===== src/rtl/hs_upload_engine.sv =====
`default_nettype none
// ============================================================================
// Module   : hs_upload_engine
// Brief    : Streams a game work-RAM region to the HPS over the ioctl upload
//            channel while holding the CPU paused for a coherent snapshot.
// Revision : 1.0
// ============================================================================
module hs_upload_engine #(
    parameter int         AW         = 16,
    parameter logic [7:0] UP_INDEX   = 8'd4,
    parameter int         REQ_CYCLES = 4,
    parameter int         TIMEOUT    = 1000000
) (
    input  logic          clk_sys,
    input  logic          reset_n,
    input  logic          save_trigger,
    input  logic [AW-1:0] region_base,
    input  logic [15:0]   region_len,
    input  logic          ioctl_upload,
    input  logic [7:0]    ioctl_index,
    input  logic          ioctl_rd,
    input  logic [24:0]   ioctl_addr,
    output logic [7:0]    ioctl_din,
    output logic          ioctl_upload_req,
    output logic          pause_req,
    input  logic          paused,
    output logic [AW-1:0] ram_addr,
    output logic          ram_rd,
    input  logic [7:0]    ram_dout,
    output logic          busy
);
    localparam int c_cnt_max = (TIMEOUT > REQ_CYCLES) ? TIMEOUT : REQ_CYCLES;
    localparam int c_cw      = $clog2(c_cnt_max + 1);
    localparam logic [c_cw-1:0] c_req_last = c_cw'(REQ_CYCLES - 1);
    localparam logic [c_cw-1:0] c_to_last  = c_cw'(TIMEOUT - 1);

    typedef enum logic [2:0] {
        ST_IDLE    = 3'd0,
        ST_REQ     = 3'd1,
        ST_WAIT_UP = 3'd2,
        ST_PAUSE   = 3'd3,
        ST_SERVE   = 3'd4,
        ST_RELEASE = 3'd5
    } state_t;

    state_t          state_q, state_d;
    logic [c_cw-1:0] cnt_q, cnt_d;
    logic            upload_req_q, upload_req_d;
    logic            pause_req_q, pause_req_d;
    logic [7:0]      din_q, din_d;
    logic [AW-1:0]   ram_addr_q, ram_addr_d;
    logic            pend_ram_q, pend_ram_d;
    logic            pend_ff_q, pend_ff_d;
    logic            match_prev_q, match_prev_d;

    logic            w_match;
    logic            w_rd_fire;
    logic            w_in_range;
    logic            w_rd_ram;

    always_comb begin
        w_match    = ioctl_upload && (ioctl_index == UP_INDEX);
        w_rd_fire  = (state_q == ST_SERVE) && ioctl_rd;
        w_in_range = ioctl_addr < {9'd0, region_len};
        w_rd_ram   = w_rd_fire && w_in_range;

        state_d      = state_q;
        cnt_d        = cnt_q;
        upload_req_d = upload_req_q;
        pause_req_d  = pause_req_q;
        din_d        = din_q;
        ram_addr_d   = ram_addr_q;
        match_prev_d = w_match;
        pend_ram_d   = w_rd_ram;
        pend_ff_d    = w_rd_fire && !w_in_range;

        // A fresh strobe supersedes whatever read was still in flight.
        if (!w_rd_fire) begin
            if (pend_ram_q) begin
                din_d = ram_dout;
            end else if (pend_ff_q) begin
                din_d = 8'hFF;
            end
        end
        if (w_rd_ram) begin
            ram_addr_d = region_base + ioctl_addr[AW-1:0];
        end

        case (state_q)
            ST_IDLE: begin
                if (w_match && !match_prev_q) begin
                    state_d     = ST_PAUSE;
                    pause_req_d = 1'b1;
                end else if (save_trigger) begin
                    state_d      = ST_REQ;
                    upload_req_d = 1'b1;
                    cnt_d        = '0;
                end
            end
            ST_REQ: begin
                if (cnt_q == c_req_last) begin
                    state_d      = ST_WAIT_UP;
                    upload_req_d = 1'b0;
                    cnt_d        = '0;
                end else begin
                    cnt_d = cnt_q + 1'b1;
                end
            end
            ST_WAIT_UP: begin
                if (w_match) begin
                    state_d     = ST_PAUSE;
                    pause_req_d = 1'b1;
                    cnt_d       = '0;
                end else if (cnt_q == c_to_last) begin
                    state_d = ST_IDLE;
                    cnt_d   = '0;
                end else begin
                    cnt_d = cnt_q + 1'b1;
                end
            end
            ST_PAUSE: begin
                if (!ioctl_upload) begin
                    state_d     = ST_RELEASE;
                    pause_req_d = 1'b0;
                end else if (paused) begin
                    state_d = ST_SERVE;
                end
            end
            ST_SERVE: begin
                if (!ioctl_upload) begin
                    state_d     = ST_RELEASE;
                    pause_req_d = 1'b0;
                end
            end
            ST_RELEASE: begin
                state_d     = ST_IDLE;
                pause_req_d = 1'b0;
            end
            default: begin
                state_d      = ST_IDLE;
                upload_req_d = 1'b0;
                pause_req_d  = 1'b0;
                cnt_d        = '0;
            end
        endcase
    end

    always_ff @(posedge clk_sys or negedge reset_n) begin
        if (!reset_n) begin
            state_q      <= ST_IDLE;
            cnt_q        <= '0;
            upload_req_q <= 1'b0;
            pause_req_q  <= 1'b0;
            din_q        <= 8'h00;
            ram_addr_q   <= '0;
            pend_ram_q   <= 1'b0;
            pend_ff_q    <= 1'b0;
            match_prev_q <= 1'b0;
        end else begin
            state_q      <= state_d;
            cnt_q        <= cnt_d;
            upload_req_q <= upload_req_d;
            pause_req_q  <= pause_req_d;
            din_q        <= din_d;
            ram_addr_q   <= ram_addr_d;
            pend_ram_q   <= pend_ram_d;
            pend_ff_q    <= pend_ff_d;
            match_prev_q <= match_prev_d;
        end
    end

    // RAM strobe is issued in the strobe cycle so the data lands two cycles out.
    assign ram_rd           = w_rd_ram;
    assign ram_addr         = ram_addr_d;
    assign ioctl_din        = din_q;
    assign ioctl_upload_req = upload_req_q;
    assign pause_req        = pause_req_q;
    assign busy             = (state_q != ST_IDLE);

endmodule
`default_nettype wire


===== config.mk =====
export PLATFORM = sky130hd
export DESIGN_NAME = hs_upload_engine
export DESIGN_NICKNAME = d
export VERILOG_FILES = /design/src/rtl/hs_upload_engine.sv
export SDC_FILE = /design/constraint.sdc
export NUM_CORES = 1
export LEC_CHECK = 0
export ABC_CLOCK_PERIOD_IN_PS = 4350
export CAP_MARGIN = 20
export CORE_MARGIN = 5
export CORE_UTILIZATION = 30
export CTS_CLUSTER_SIZE = 10
export DETAILED_ROUTE_END_ITERATION = 10
export SETUP_SLACK_MARGIN = 0.15
export SYNTH_ARGS = -nofsm -noshare
export SYNTH_HDL_FRONTEND = slang
export SYNTH_SLANG_ARGS = --single-unit

===== constraint.sdc =====
create_clock -name clk_sys -period 4.35 [get_ports clk_sys]
set_input_delay 0.87 -clock clk_sys [delete_from_list [all_inputs] [get_ports clk_sys]]
set_output_delay 0.87 -clock clk_sys [all_outputs]
set_load 0.01 [all_outputs]

# After elaboration in Yosys (flattened, before gate mapping)
# Cells that the tools add are included.
# W data, S select, Z words.
[classes] n_addsub=2 mul=0 div_mod_pow=0 magnitude_cmp=1 eq_ne=18 shifts=0 n_mux=26 n_bitwise=4 n_reduce_logical=18
[ops] op="$mux W20" count=5
[ops] op="$pmux W20 S4" count=1
[ops] op="$lt A25 B16 Y1" count=1
[ops] op="$mux W3" count=8
[ops] op="$add A20 B1 Y20 const B" count=1
[ops] op="$eq A20 B2 Y1 const B" count=1
[ops] op="$eq A20 B20 Y1 const B" count=1
[ops] op="$add A16 B16 Y16" count=1
[ops] op="$mux W16" count=1
[ops] op="$mux W8" count=2
[ops] op="$pmux W3 S5" count=1
[ops] op="$ne A2 B2 Y1 const B" count=7
[ops] op="$ne A3 B3 Y1 const B" count=3
[ops] op="$eq A8 B3 Y1 const B" count=1
[ops] op="$reduce_and A4 Y1" count=2
[ops] op="$eq A3 B2 Y1 const B" count=2
[ops] op="$eq A3 B3 Y1 const B" count=2
[ops] op="$mux W1" count=6
[ops] op="$logic_and A1 B1 Y1" count=5
[ops] op="$reduce_and A5 Y1" count=1
[ops] op="$not A1 Y1" count=4
[ops] op="$pmux W1 S4" count=1
[ops] op="$reduce_or A4 Y1" count=1
[ops] op="$eq A3 B1 Y1 const B" count=1
[ops] op="other kinds (9)" count=10
[totals] register_bits=52 latchBits=0 mem_bits_rw=0 romBits=0 input_bits=79 out_inout_bits=28 mem_count=0

# Depth between registers and ports, before layout
# Gate-level depths: netlist (run 1).
[depth] ltp_word=5 mapped_depth=9 mapped_depth_nobuf=9

# Least setup slack after synthesis (run 1)
# OpenSTA, ideal clock, no wires.
[synth_timing] path_kind="input to output" from="in region_len[14]" to="out ram_addr[10]" arrival_time_ns=2.750 setup_slack_ns=0.730 path_stages=8 path_buffers=1 path_cell_list="inv_1 ha_1 a21oi_1 o2111ai_1 or4_4 o32ai_4 buf_12 mux2_4"
[synth_between] elab_chain_len=3
[synth_rtl] item="from (decl)" line="18" text="input logic [15:0] region_len,"
[synth_rtl] item="$lt A25 B16 Y1" line="64" text="w_in_range = ioctl_addr < {9'd0, region_len};"
[synth_rtl] item="$logic_and A1 B1 Y1" line="65" text="w_rd_ram = w_rd_fire && w_in_range;"
[synth_rtl] item="$mux W16" line="85" text="if (w_rd_ram) begin"
[synth_rtl] item="to (decl)" line="27" text="output logic [AW-1:0] ram_addr,"
# No other way between the ends.

# Worst setup path after layout (run 1)
[layout_timing] from="in region_len[11]" to="out ram_addr[13]"
# Same word-level chain as after synthesis.

==> results of run 1 <==
[logic make-up after synthesis]
kind of cell    synth area share (%)
simple gates                    17.4
xor+xnor                        4.28
mux                             5.78
buf+inv                         4.62
flops                           35.3
compound gates                  21.5
fa+ha+maj                       11.1
[placed cells by master (no fill, tap or decap), types with 3 or more instances in the layout]
master,netlist,final
sky130_fd_sc_hd__ha_1,31,23
sky130_fd_sc_hd__o22a_1,11,11
sky130_fd_sc_hd__mux2_2,6,4
sky130_fd_sc_hd__xnor2_1,14,14
sky130_fd_sc_hd__nand2b_1,4,4
sky130_fd_sc_hd__xor2_1,4,4
sky130_fd_sc_hd__a21oi_1,21,16
sky130_fd_sc_hd__dfrtp_1,52,52
sky130_fd_sc_hd__o21a_1,5,5
sky130_fd_sc_hd__or4_1,3,3
sky130_fd_sc_hd__nand4_1,3,3
sky130_fd_sc_hd__nand2_1,26,26
sky130_fd_sc_hd__nor4_1,8,6
sky130_fd_sc_hd__nand3_1,13,12
sky130_fd_sc_hd__o21bai_1,4,4
sky130_fd_sc_hd__buf_2,5,4
sky130_fd_sc_hd__nor3_1,13,13
sky130_fd_sc_hd__inv_1,27,21
sky130_fd_sc_hd__clkdlybuf4s50_1,0,62
sky130_fd_sc_hd__dlymetal6s2s_1,0,7
sky130_fd_sc_hd__a22o_1,5,5
sky130_fd_sc_hd__mux2_4,9,11
sky130_fd_sc_hd__a21oi_2,0,4
sky130_fd_sc_hd__a21o_1,6,6
sky130_fd_sc_hd__ha_4,0,6
sky130_fd_sc_hd__nor2_1,21,20
sky130_fd_sc_hd__clkbuf_16,0,6
sky130_fd_sc_hd__buf_4,0,45
sky130_fd_sc_hd__dlygate4sd2_1,0,20
sky130_fd_sc_hd__and2_1,4,4
sky130_fd_sc_hd__inv_2,0,6
sky130_fd_sc_hd__nor2b_1,5,4
sky130_fd_sc_hd__a31oi_1,11,11
sky130_fd_sc_hd__and3_1,5,5
sky130_fd_sc_hd__buf_6,0,12
sky130_fd_sc_hd__o21ai_0,20,19
[cells in the mapped netlist (all sizes together) (6+ instances only)]
master  count
o22a       11
nor3       13
nand3      13
a31oi      11
nand2      27
xnor2      14
ha         31
buf         6
inv        27
a21oi      21
o21ai      21
nor2       21
clkbuf      6
a21o        6
nor4        8
dfrtp      52
mux2       15
[final cells by class]
| class | instances | area, µm² | area share [%] |
|---|---|---|---|
| multi-input cells | 297 | 2420 | 43.1 |
| repair buffers | 156 | 1460 | 26.0 |
| flip-flops and latches | 52 | 1300 | 23.2 |
| well taps | 147 | 184 | 3.28 |
| clock buffers | 7 | 143 | 2.54 |
| inverters | 27 | 101 | 1.81 |
| clock inverters | 1 | 7.51 | 0.134 |
[registers in the layout, indices dropped and copies added, names as in the netlist]
signal,flops
ioctl_upload_req,1
pause_req,1
ioctl_din,8
state_q,3
cnt_q,20
ram_addr_q,16
pend_ram_q,1
pend_ff_q,1
match_prev_q,1
[routing by layer]
metal / routed length, µm / track usage (%) / up-vias
met4: 107 / 3.75 / 0
met2: 4910 / 23.9 / 120
li1: - / - / 1736
met3: 747 / 3.51 / 5
met1: 4640 / 17.8 / 1687
met5: 0 / 0 / -
[per-stage QoR]
| stage | power [W] | setup WS [ns] | instances | utilization (%) |
|---|---|---|---|---|
| floorplan | 0.00115 | 0.730 | 388 | - |
| global placement | 0.00147 | -0.292 | 663 | 42.6 |
| detailed placement | 0.00149 | -0.344 | 663 | 42.6 |
| CTS | 0.00193 | 0.151 | 685 | 46.1 |
| global route | 0.00205 | 0.155 | 687 | 46.7 |
| finish | 0.00192 | 0.225 | 687 | 46.7 |
[what timing repair did]
item	in CTS	in global routing
setup buffers	13	2
endpoints found under the setup margin	17	17
resized for setup	119	20
pin swaps	21	15
hold endpoints to repair	0	0
cloned	1	0
[worst max-delay path, stage by stage]
cell	delay, ns
sky130_fd_sc_hd__clkdlybuf4s50_1	0.45
sky130_fd_sc_hd__inv_1	0.06
sky130_fd_sc_hd__ha_4	0.23
sky130_fd_sc_hd__a21oi_2	0.14
sky130_fd_sc_hd__a21boi_2	0.09
sky130_fd_sc_hd__or4_4	0.43
sky130_fd_sc_hd__o32ai_4	0.22
sky130_fd_sc_hd__clkbuf_16	0.23
sky130_fd_sc_hd__buf_4	0.11
sky130_fd_sc_hd__mux2_4	0.31
sky130_fd_sc_hd__buf_6	0.12
[power by group through the flow]
| stage | clock (W) | sequential [W] | combinational, W |
|---|---|---|---|
| global route | 0.000438 | 0.000644 | 0.000972 |
| global placement | 0 | 0.000637 | 0.000834 |
| floorplan | 0 | 0.000632 | 0.000522 |
| finish | 0.000410 | 0.000631 | 0.000883 |
| detailed placement | 0 | 0.000641 | 0.000851 |
| CTS | 0.000421 | 0.000631 | 0.000875 |
[path summary, 6_finish.rpt]
check                      cells past startpoint                        to
hold / removal                                 2     pause_req$_DFFE_PN0P_
hold reg to reg                                2     pause_req$_DFFE_PN0P_
setup reg to reg                               9   ram_addr_q[1]$_DFF_PN0_
min in group asynchronous                      2    state_q[0]$_DFFE_PN0P_
max in group asynchronous                      2  ram_addr_q[10]$_DFF_PN0_
setup / recovery                              11              ram_addr[13]
==> load_flow_metrics.sql, run 1 <==
INSERT INTO impl_metrics (metric_group, metric, value, unit) VALUES
('sta', 'share_of_the_clock_period_used_by_the_worst_path', '94.8', '%'),
('floorplanning', 'die_area', '14600', 'µm²'),
('critical_path', 'worstSetupEndpointType', 'output port', ''),
('sta', 'timing.clock.skew', '0.00513', 'ns'),
('routing', 'vias_per_cell', '5.16', ''),
('sta', 'layout_min_cycle_time', '4.13', 'ns'),
('sta', 'hold-worst-slack', '0.466', 'ns'),
('critical_path', 'worstPathArrival', '3.26', 'ns'),
('pwr', 'power_report.internal_total', '0.00121', 'W'),
('global_routing', 'grt_start_max_net_pins', '53', ''),
('cts', 'cts.path.max_buffers', '2', ''),
('floorplanning', 'start_util', '30.7', '%'),
('sta', 'report.final.setup_viol', '0', ''),
('global_routing', 'grt_pass1_wl', '16.9', 'mm'),
('pwr', 'total_leakage_power', '2.56', 'nW'),
('floorplanning', 'io-pin-count', '107', ''),
('pwr', 'total_switching_power', '0.000719', 'W'),
('synth', 'ys_dominant_reg_cell', 'sky130_fd_sc_hd__dfrtp_1', ''),
('place', 'routabilityCongestion', '0.836', ''),
('cts', 'cts.sinks', '52', ''),
('routing', 'vias', '3548', ''),
('pwr', 'power.switching_fraction', '37.4', '%'),
('pwr', 'vdd_drop_max', '0.224', 'mV'),
('routing', 'antenna_left', '0', ''),
('critical_path', 'worst-r2r-setup-slack', '1.90', 'ns'),
('pwr', 'power.share.combinational', '45.9', '%'),
('finish', 'flow.area_growth_from_synthesis', '52.4', '%'),
('sta', 'slew-limit-headroom', '54.2', '%'),
('sta', 'maxSlewViolCount', '0', ''),
('sta', 'maxClockFrequency', '0.242', 'GHz'),
('synth', 'mappedNetlistNets', '499', ''),
('critical_path', 'rr_startpoint', 'state_q[0]$_DFFE_PN0P_', ''),
('cts', 'cts_tree', 'done', ''),
('synth', 'post_synth_inst_count', '388', ''),
('flow_run', 'max_cap_violations', '0', ''),
('floorplanning', 'core_region_area', '12000', 'µm²'),
('synth', 'number_of_enable_flip_flop_cells_after_synthesis', '0', ''),
('cts', 'post_cts_hold_buffer_count', '0', ''),
('global_routing', 'number_of_global_route_vias_before_repair', '3644', ''),
('synth', 'synth_top_cell_area_share', '35.3', '%'),
('finish', 'drive_gt1_share', '24.1', '%'),
('cts', 'h-tree-depth', '2', ''),
('critical_path', 'cp.required', '3.48', 'ns'),
('synth', 'yosys-top-cells-area', 'sky130_fd_sc_hd__dfrtp_1 35%, sky130_fd_sc_hd__ha_1 11%, sky130_fd_sc_hd__mux2_4 3.7%', ''),
('status', 'status', 'finished clean', ''),
('routing', 'wire_per_inst', '15.1', 'µm'),
('critical_path', 'crit_path_start', 'region_len[11]', ''),
('min_path', 'hold_class', 'reg2reg', ''),
('place', 'post_dp_cell_area', '5120', 'µm²'),
('finish', 'fillCellCount', '1177', ''),
('synth', 'yosysWarnings', '0', ''),
('routing', 'drcViolationCount', '0', ''),
('finish', 'postLayoutCellArea', '5610', 'µm²'),
('routing', 'detail_route.wirelength', '10.4', 'mm'),
('global_routing', 'grt_antenna_before_repair', '0', ''),
('floorplanning', 'die_height', '121', 'µm'),
('floorplanning', 'fp.dieW', '121', 'µm'),
('finish', 'antennaDiodeCount', '0', ''),
('critical_path', 'critical_path_class', 'in2out', ''),
('floorplanning', 'core.rowCount', '40', ''),
('pwr', 'pwr-share-clk', '21.3', '%'),
('min_path', 'worst_min_delay_path_startpoint', 'pause_req$_DFFE_PN0P_', ''),
('synth', 'netlist_area', '3680', 'µm²'),
('sta', 'grt_setup_unrepaired', 'false', ''),
('global_routing', 'global_route.overflow_total', '0', ''),
('synth', 'synth-seq-cells', '52', ''),
('cts', 'cts_buffers', '5', ''),
('synth', 'yosysUniqueCellTypes', '63', ''),
('pwr', 'sequentialPowerShare', '32.8', '%'),
('routing', 'drt-initial-drc-count', '168', ''),
('place', 'final_hpwl_from_detailed_placement', '7.94', 'mm');
Note: power is estimated with default switching activity, not from simulation.
==> run 2: changes to the inputs <==
CAP_MARGIN = not set   (was 20)
CORE_UTILIZATION = 45   (was 30)
PLACE_DENSITY = 0.76   (was not set)
==> run 2 against run 1 <==
Effect of this change: clock skew is 0.014 ns higher; largest cell class unchanged; combinational power is 1% higher; hold slack better by 0.016 ns; fmax is 0.48% lower; clock power is 30% lower; via count is 2.2% higher; first-iteration DRC count is 14% lower; sequential share of layout area hardly changed; highest routed layer unchanged; critical path depth is 1 lower; count of clock-buffer cells in the layout is 1 lower.
==> load_flow_metrics.sql, run 2 (same netlist as run 1, synthesis figures left out) <==
INSERT INTO impl_metrics (metric_group, metric, value, unit) VALUES
('status', 'status', 'finished clean', ''),
('sta', 'share_of_the_clock_period_used_by_the_worst_path', '95.3', '%'),
('pwr', 'pwr_density_cell', '322', 'nW/µm²'),
('sta', 'layout_min_cycle_time', '4.15', 'ns'),
('critical_path', 'worstSetupEndpointType', 'output port', ''),
('place', 'final_hpwl_from_detailed_placement', '7.62', 'mm'),
('cts', 'cts.sinks', '52', ''),
('critical_path', 'cp.required', '3.48', 'ns'),
('finish', 'nNetsFinal', '654', ''),
('global_routing', 'grt_start_max_net_pins', '53', ''),
('floorplanning', 'die_area', '10100', 'µm²'),
('finish', 'antennaDiodeCount', '0', ''),
('pwr', 'vdd_drop_max', '0.163', 'mV'),
('place', 'placed_cells', '622', ''),
('cts', 'h-tree-depth', '2', ''),
('floorplanning', 'core.rowCount', '33', ''),
('floorplanning', 'start_util', '45.5', '%'),
('finish', 'finalCoreUtilization', '69.3', '%'),
('finish', 'layout_common_cells', '63 x sky130_fd_sc_hd__clkdlybuf4s50_1, 52 x sky130_fd_sc_hd__dfrtp_1, 48 x sky130_fd_sc_hd__buf_4', ''),
('critical_path', 'worst_r2r_path_depth', '6', ''),
('critical_path', 'crit_path_start_kind', 'primary input', ''),
('critical_path', 'worstPathArrival', '3.28', 'ns'),
('finish', 'stdcell_count', '649', ''),
('cts', 'path_clk_slew', '0.09', 'ns'),
('finish', 'flow.area_growth_from_synthesis', '52.3', '%'),
('place', 'pre_cts_slack', '-0.312', 'ns'),
('critical_path', 'cpPeakStageDelay', '0.57', 'ns'),
('critical_path', 'cp_cell_sequence', 'clkdlybuf4s50_1 -> nor4_2 -> o2111ai_2 -> or4_4 -> o32ai_4 -> buf_6 -> buf_12 -> buf_6 -> mux2_4 -> buf_6', ''),
('cts', 'cts_buffers', '5', ''),
('critical_path', 'critical_path_class', 'in2out', ''),
('finish', 'fillCellCount', '613', ''),
('routing', 'drcViolationCount', '0', ''),
('min_path', 'hold-path-cell-count', '2', ''),
('critical_path', 'timing.critical_path.mode_cell', 'sky130_fd_sc_hd__buf_6', ''),
('routing', 'vias', '3626', ''),
('routing', 'drt-initial-drc-count', '144', ''),
('cts', 'cts_tree', 'done', ''),
('sta', 'timing.final.hold_violations', '0', ''),
('place', 'place.port_buffers', '106', ''),
('routing', 'drt_pass1_iterations', '6', ''),
('place', 'routabilityCongestion', '0.828', ''),
('sta', 'grt_setup_unrepaired', 'false', ''),
('critical_path', 'timing.critical_path.fanout_max', '6', ''),
('cts', 'post_cts_hold_buffer_count', '0', ''),
('min_path', 'hold_class', 'reg2reg', ''),
('sta', 'postLayoutSetupSlackWorst', '0.205', 'ns'),
('sta', 'maxClockFrequency', '0.241', 'GHz'),
('critical_path', 'critPathSlowestCell', 'sky130_fd_sc_hd__or4_4', ''),
('cts', 'clockRootBuffer', 'sky130_fd_sc_hd__clkbuf_8', ''),
('floorplanning', 'core_region_area', '8090', 'µm²'),
('floorplanning', 'fp.dieW', '100', 'µm'),
('finish', 'largest_register_ffs', '20', ''),
('floorplanning', 'die_height', '100', 'µm'),
('cts', 'cts.path.max_buffers', '2', ''),
('finish', 'layout.cells.most_common', 'sky130_fd_sc_hd__clkdlybuf4s50_1', ''),
('sta', 'timing.clock.skew', '0.0187', 'ns'),
('routing', 'wire_per_inst', '16.4', 'µm'),
('finish', 'top_register', 'cnt_q', ''),
('routing', 'antenna_left', '0', ''),
('global_routing', 'grt_usage', '20.9', '%'),
('routing', 'vias_per_cell', '5.59', ''),
('global_routing', 'grt_antenna_before_repair', '0', ''),
('flow_run', 'max_cap_violations', '0', ''),
('global_routing', 'number_of_global_route_vias_before_repair', '3794', ''),
('sta', 'slew-limit-headroom', '54.2', '%'),
('sta', 'hold-worst-slack', '0.483', 'ns'),
('pwr', 'total_leakage_power', '2.63', 'nW'),
('sta', 'report.final.setup_viol', '0', ''),
('finish', 'drive_gt1_share', '26.1', '%'),
('routing', 'detail_route.wirelength', '10.6', 'mm'),
('global_routing', 'global_route.overflow_total', '0', ''),
('sta', 'worst_slew_pin_slew', '0.681', 'ns'),
('sta', 'maxSlewViolCount', '0', ''),
('floorplanning', 'io-pin-count', '107', ''),
('cts', 'clkLatencyLatePin', '0.32', 'ns'),
('global_routing', 'grt_pass1_wl', '17.4', 'mm');
-- run 2: layout make-up --
cell class	count	area (µm²)	area share (%)
multi-input cells	297	2470	44.1
repair buffers	160	1510	27.0
flip-flops and latches	52	1300	23.2
well taps	105	131	2.34
inverters	27	101	1.81
clock buffers	6	72.6	1.29
clock inverters	2	16.3	0.290
-- run 2: timing repair --
| action | 4_1_cts | 5_1_grt |
|---|---|---|
| setup buffers | 15 | 3 |
| pin swaps | 12 | 16 |
| cloned | 1 | 0 |
| setup endpoints to repair | 17 | 17 |
| gates resized for setup | 86 | 67 |
-- run 2: critical path, delay by kind of cell --
kind                   cells  cell delay, ns
buffers and inverters      5            0.93
AND/OR/NAND/NOR            2            0.79
multiplexers               1            0.31
AO/OA/AOI/OAI              2            0.36
-- run 2: power breakdown --
part           internal [W]  switching (W)  total, W
logic              0.000427       0.000467  0.000894
registers          0.000558      0.0000714  0.000630
clock network      0.000115       0.000170  0.000285
total               0.00110       0.000708   0.00181
-- run 2: worst paths after layout --
kind | startpoint | end | slack, ns
worst max-delay path | ioctl_addr[24] | ram_addr[4] | 0.20
worst min-delay path | pause_req$_DFFE_PN0P_ | pause_req$_DFFE_PN0P_ | 0.48
worst max register to register | cnt_q[16]$_DFFE_PN0P_ | cnt_q[11]$_DFFE_PN0P_ | 1.85
worst min register to register | pause_req$_DFFE_PN0P_ | pause_req$_DFFE_PN0P_ | 0.48
max in group asynchronous | reset_n | ram_addr_q[12]$_DFF_PN0_ | 3.21
min in group asynchronous | reset_n | cnt_q[17]$_DFFE_PN0P_ | 0.68
-- run 2: per-stage QoR --
step | area, µm² | TNS (ns) | power, W
2_1_floorplan | 3680 | 0 | 0.00115
5_1_grt | 5610 | 0 | 0.00195
3_3_place_gp | 5080 | -3.26 | 0.00146
3_5_place_dp | 5080 | -3.88 | 0.00149
4_1_cts | 5390 | 0 | 0.00179
6_report | 5610 | 0 | 0.00181
-- run 2: routing by layer --
metal,vias up,share of wire [%],GRT usage (%)
li1,1743,-,-
met1,1742,40,24.9
met2,116,51,37.4
met3,25,5.7,4.64
met4,0,2.9,6.32
met5,-,0,0
==> run 3: changes to the inputs <==
PLACE_DENSITY = 0.75   (was 0.76)
==> run 3 against run 2 <==
Effect of this change: via count shrank 1.2%; design area shrank 2.4%; sequential cell count is the same; highest routed layer unchanged.
==> load_flow_metrics.sql, run 3 (same netlist as run 1, synthesis figures left out) <==
INSERT INTO impl_metrics (metric_group, metric, value, unit) VALUES
('critical_path', 'worstPathArrival', '3.26', 'ns'),
('status', 'status', 'finished clean', ''),
('sta', 'maxSlewViolCount', '0', ''),
('cts', 'path_clk_slew', '0.10', 'ns'),
('sta', 'report.final.setup_viol', '0', ''),
('global_routing', 'number_of_global_route_vias_before_repair', '3798', ''),
('sta', 'layout_min_cycle_time', '4.13', 'ns'),
('floorplanning', 'core.rowCount', '33', ''),
('sta', 'slew-limit-headroom', '55.5', '%'),
('sta', 'postLayoutSetupSlackWorst', '0.218', 'ns'),
('routing', 'drt_pass1_iterations', '4', ''),
('floorplanning', 'die_height', '100', 'µm'),
('critical_path', 'cpPeakStageDelay', '0.48', 'ns'),
('sta', 'worst_slew_pin_slew', '0.668', 'ns'),
('global_routing', 'grt_usage', '21.5', '%'),
('critical_path', 'crit_path_start', 'region_len[12]', ''),
('place', 'place.port_buffers', '106', ''),
('routing', 'drcViolationCount', '0', ''),
('routing', 'vias', '3583', ''),
('routing', 'drt-initial-drc-count', '160', ''),
('finish', 'largest_register_ffs', '20', ''),
('cts', 'clockRootBuffer', 'sky130_fd_sc_hd__clkbuf_8', ''),
('sta', 'share_of_the_clock_period_used_by_the_worst_path', '95.0', '%'),
('finish', 'fillCellCount', '676', ''),
('place', 'final_hpwl_from_detailed_placement', '7.85', 'mm'),
('finish', 'top_register', 'cnt_q', ''),
('min_path', 'worst_min_delay_path_startpoint', 'pause_req$_DFFE_PN0P_', ''),
('cts', 'clkLatencyLatePin', '0.31', 'ns'),
('global_routing', 'grt_antenna_before_repair', '0', ''),
('sta', 'maxClockFrequency', '0.242', 'GHz'),
('finish', 'antennaDiodeCount', '0', ''),
('floorplanning', 'core_region_area', '8090', 'µm²'),
('critical_path', 'rr_startpoint', 'state_q[0]$_DFFE_PN0P_', ''),
('global_routing', 'global_route.overflow_total', '0', ''),
('pwr', 'total_leakage_power', '2.51', 'nW'),
('cts', 'h-tree-depth', '2', ''),
('finish', 'layout.cells.most_common', 'sky130_fd_sc_hd__clkdlybuf4s50_1', ''),
('floorplanning', 'die_area', '10100', 'µm²'),
('pwr', 'pwr_density_cell', '330', 'nW/µm²'),
('finish', 'flow.area_growth_from_synthesis', '48.6', '%'),
('routing', 'antenna_left', '0', ''),
('cts', 'cts_tree', 'done', ''),
('min_path', 'hold_class', 'reg2reg', ''),
('critical_path', 'crit_path_start_kind', 'primary input', ''),
('routing', 'vias_per_cell', '5.54', ''),
('sta', 'timing.setup.tns', '0', 'ns'),
('finish', 'drive_gt1_share', '25.8', '%'),
('sta', 'timing.final.hold_violations', '0', ''),
('critical_path', 'critical_path_class', 'in2out', ''),
('cts', 'cts.sinks', '52', ''),
('routing', 'detail_route.wirelength', '10.5', 'mm'),
('critical_path', 'critPathSlowestCell', 'sky130_fd_sc_hd__clkdlybuf4s50_1', ''),
('finish', 'final-seq-area', '1300', 'µm²'),
('place', 'pre_cts_slack', '-0.307', 'ns'),
('sta', 'grt_setup_unrepaired', 'false', ''),
('finish', 'multi_input_comb_area', '2420', 'µm²'),
('flow_run', 'max_cap_violations', '0', ''),
('critical_path', 'cp.required', '3.48', 'ns'),
('cts', 'cts_buffers', '5', ''),
('finish', 'nNetsFinal', '652', ''),
('sta', 'timing.clock.skew', '0.00755', 'ns'),
('sta', 'hold-worst-slack', '0.480', 'ns'),
('pwr', 'vdd_drop_max', '0.186', 'mV'),
('cts', 'cts.path.max_buffers', '2', ''),
('place', 'routabilityCongestion', '0.850', ''),
('routing', 'wire_per_inst', '16.2', 'µm'),
('floorplanning', 'io-pin-count', '107', ''),
('critical_path', 'worstSetupEndpointType', 'output port', ''),
('floorplanning', 'start_util', '45.5', '%'),
('global_routing', 'grt_pass1_wl', '17.7', 'mm'),
('floorplanning', 'fp.dieW', '100', 'µm'),
('finish', 'layout_common_cells', '62 x sky130_fd_sc_hd__clkdlybuf4s50_1, 52 x sky130_fd_sc_hd__dfrtp_1, 46 x sky130_fd_sc_hd__buf_4', ''),
('critical_path', 'timing.critical_path.mode_cell', 'sky130_fd_sc_hd__buf_6', ''),
('global_routing', 'grt_start_max_net_pins', '28', ''),
('critical_path', 'timing.critical_path.fanout_max', '5', ''),
('critical_path', 'cp_cell_sequence', 'clkdlybuf4s50_1 -> inv_2 -> ha_4 -> a21boi_2 -> or4_4 -> o32ai_4 -> buf_12 -> buf_6 -> buf_6 -> buf_6 -> mux2i_4 -> buf_6', '');
## run 3: changes by cell type in the layout (fill, tap and decap cells not counted), sizes merged
| cell | change |
|---|---|
| buf | -6 |
| clkbuf | +4 |
| clkdlybuf4s15 | +1 |
| clkdlybuf4s50 | -1 |
| clkinv | -1 |
| dlygate4sd2 | +14 |
| dlymetal6s2s | -13 |
## run 3: power by group
part	switching (W)	internal [W]	leakage [nW]
registers	0.0000739	0.000558	0.694
logic	0.000462	0.000418	1.77
clock network	0.000164	0.000130	0.0445
## run 3: final cells by class
cell class                 count  area share [%]
timing repair buffer         158            26.0
clock inverter                 1           0.137
tap                          105            2.40
multi-input combinational    297            44.3
clock buffer                   7            1.58
sequential                    52            23.8
inverter                      27            1.85
## run 3: per-layer routing
metal,up-vias,track usage (%),wire [µm],part of all wire (%)
li1,1740,-,-,-
met1,1712,25.4,4240,41
met2,109,38.7,5380,51
met3,22,4.57,599,5.7
met4,0,7.05,239,2.3
met5,-,0,0,0
## run 3: final timing paths
kind / endpoint / slack (ns) / depth (start not counted)
setup / recovery: ram_addr[1] / 0.22 / 12
hold / removal: pause_req$_DFFE_PN0P_ / 0.48 / 2
setup reg to reg: ram_addr_q[1]$_DFF_PN0_ / 1.84 / 9
hold reg to reg: pause_req$_DFFE_PN0P_ / 0.48 / 2
max in group asynchronous: cnt_q[1]$_DFFE_PN0P_ / 2.96 / 2
min in group asynchronous: ram_addr_q[8]$_DFF_PN0_ / 0.58 / 1
## run 3: per-stage QoR
| step | instances | total power [W] | util (%) | area, µm² |
|---|---|---|---|---|
| after global placement | 623 | 0.00146 | 62.8 | 5080 |
| after floorplan | 388 | 0.00115 | - | 3680 |
| after global routing | 647 | 0.00194 | 67.6 | 5470 |
| final | 647 | 0.00181 | 67.6 | 5470 |
| after CTS | 646 | 0.00181 | 67.6 | 5470 |
| after detailed placement | 623 | 0.00149 | 62.8 | 5080 |
## run 3: timing repair
item / 4_1_cts / 5_1_grt
endpoints found under the hold margin: 0 / 0
setup buffers: 14 / 1
resized for setup: 96 / 45
cloned: 1 / 0
hold buffers: 0 / 0
setup endpoints to repair: 17 / 17
pin swaps: 25 / 17
## run 3: critical path: cells and delay by family
family | cells | cell delay (ns)
buf+inv | 7 | 1.10
simple gates | 1 | 0.43
compound gates | 2 | 0.39
mux | 1 | 0.24
fa+ha+maj | 1 | 0.21
==> variant, RTL diff (settings of run 3) <==
Set the parameter `REQ_CYCLES` to 8 (it was 4).
--- a/src/rtl/hs_upload_engine.sv
+++ b/src/rtl/hs_upload_engine.sv
@@ -10,3 +10,3 @@
     parameter logic [7:0] UP_INDEX   = 8'd4,
-    parameter int         REQ_CYCLES = 4,
+    parameter int         REQ_CYCLES = 8,
     parameter int         TIMEOUT    = 1000000
Behaviour: not the same (a bounded check fails within 10 cycles, from zero or initial values and one cycle with reset_n low).
==> variant against run 3 <==
- largest cell class unchanged
- critical path type unchanged
- sequential share of layout area up 1.3 points
- power up 0.42%
- worst setup slack worse by 0.0026 ns
- wire length up 2.1%
- synthesized cell count up 3.9%
- register-to-register slack better by 0.12 ns
- sequential cell count unchanged
- first-iteration DRC count down 0.63%
- clock skew up 0.0026 ns
- die area unchanged
- area after synthesis unchanged
- design area down 5.1%
==> variant: results (changes against run 3) <==
- Outcome: completed
- Max H-tree Level: 2 (unchanged)
- Antenna cells: 0 (unchanged)
- Initial antenna violation count: 0 (unchanged)
- P_leak: 0.00235 uW (-6.6%)
- Reg clk slew, reported paths: 0.10 ns (about the same)
- Total track usage: 21.1% (-0.37 points)
- Slew of the pin with the lowest slew margin: 0.700 ns (+0.0325 ns)
- DRT Pass-1 Iters: 5 (+1)
- Largest net degree at the start of global routing: 53 (+89%)
- Syn nets: 514 (+3.0%)
- DRT iter0 DRCs: 159 (-0.63%)
- Num CTS Buffers: 5 (unchanged)
- Total Nets Final: 647 (-0.77%)
- Wire length per cell: 16.6 microns (+2.9%)
- Sequential area share after synthesis: 35.3% (unchanged)
- CP max stage delay: 0.45 ns (-0.03 ns)
- Final Cell Area: 0.00519 sq mm (-5.1%)
- Synth cell types: 62 (-1.6%)
- Placement Setup Slack: -0.213 ns (+0.0945 ns)
- Post-DP HPWL: 8130 microns (+3.5%)
- Share of cells above drive strength 1: 16.9% (-8.9 points)
- Worst vdd ir: 0.318 mV (+71%)
- Max reg flops: 20 (unchanged)
- Port Buf Inserts: 106 (unchanged)
- CP top delay family: buffers and inverters
- Top post-synthesis cells by count: dfrtp_1, a21oi_1, inv_1
- Critical Path Slowest Stage Cell: clkdlybuf4s50_1
- Avg Vias per Cell: 5.64 (+1.9%)
- Post-synthesis mux area share: 5.64% (-0.14 points)
- Number of global-route vias before repair: 3705 (-2.4%)
- Asr flop ratio synth: 100% (unchanged)
- Post-synthesis adder-cell area fraction: 11.1% (unchanged)
- Placer congestion estimate: 0.888 (+4.5%)
- WP data arrival: 3.26 ns (about the same)
- Skew final: 0.0101 ns (+0.00256 ns)
- Worst-path fanout max: 7 (+2)
- Largest reg by FF count: cnt_q
- Skew-Pair Late Insertion Delay: 0.31 ns (about the same)
- Area contributors post-synth: dfrtp_1, ha_1, a21oi_1, mux2_2, inv_1
- First-pass GRT wire length: 17300 microns (-1.8%)
- Synth Area in Compound Gates: 21.7% (+0.24 points)
- Cell area after placement: 0.00501 sq mm (-1.4%)
- Synth Warn #: 0 (unchanged)
- Final-layout fill cell count: 683 (+1.0%)
- Synth Area in XOR/XNOR: 2.62% (-1.7 points)
- Worst min-delay path class: flip-flop to flip-flop
- Clk buf depth: 2 (unchanged)
- Clk root buf: clkbuf_8
variant: cell count changes after synthesis, sizes merged, moves of 3 or more:
cell / change
nand4: +4
xnor2: -6
a31oi: -5
buf: +3
or3: +6
mux2i: +4
a21oi: +13
inv: +5
o21ai: +11
nor3: -5
o2111ai: -3
a21o: +4
clkbuf: -5
variant: layout make-up:
class / count / area share, %
Multi-Input combinational cell: 309 / 44.2
Tap cell: 105 / 2.53
Sequential cell: 52 / 25.0
Clock inverter: 3 / 0.361
Clock buffer: 5 / 1.32
Timing Repair Buffer: 136 / 24.2
Inverter: 32 / 2.31
variant: path summary, 6_finish.rpt:
| check | startpoint | end | slack [ns] | cells past startpoint |
|---|---|---|---|---|
| setup / recovery | region_len[6] | ram_addr[8] | 0.22 | 12 |
| hold / removal | ioctl_din[1] | ioctl_din[1] | 0.50 | 1 |
| setup reg to reg | cnt_q[0] | cnt_q[14] | 1.96 | 7 |
| hold reg to reg | ioctl_din[1] | ioctl_din[1] | 0.50 | 1 |
| max in group asynchronous | reset_n | cnt_q[16] | 3.20 | 2 |
| min in group asynchronous | reset_n | ioctl_din[4] | 0.67 | 2 |
variant: through the flow:
stage	power [uW]	instances
floorplan	1220	403
global placement	1500	631
detailed placement	1520	631
CTS	1810	642
global route	1950	642
finish	1810	642
variant: what timing repair did:
item / CTS / global route
hold buffers: 0 / 0
cloned: 1 / 0
pin swaps: 1 / 5
buffers inserted: 2 / 0
endpoints found under the hold margin: 0 / 0
endpoints found under the setup margin: 16 / 17
gates resized for setup: 72 / 23
variant: cells by family after synthesis:
logic type	Yosys count
AO/OA/AOI/OAI	123
XOR/XNOR	11
adder cells (fa/ha/maj)	32
buffers and inverters	42
flip-flops	52
multiplexers	19
AND/OR/NAND/NOR	124
variant: per-layer routing:
| layer | up-vias | routed length, microns | GRT usage, % |
|---|---|---|---|
| li1 | 1752 | - | - |
| met1 | 1726 | 4520 | 25.4 |
| met2 | 129 | 5290 | 37.8 |
| met3 | 17 | 620 | 3.94 |
| met4 | 0 | 241 | 7.36 |
| met5 | - | 0 | 0 |
variant: where the power goes:
group / internal (uW) / leakage, uW / switching (uW)
clock network: 113 / 0.0000479 / 166
logic: 421 / 0.00161 / 488
registers: 556 / 0.000687 / 69.6
total: 1090 / 0.00235 / 724
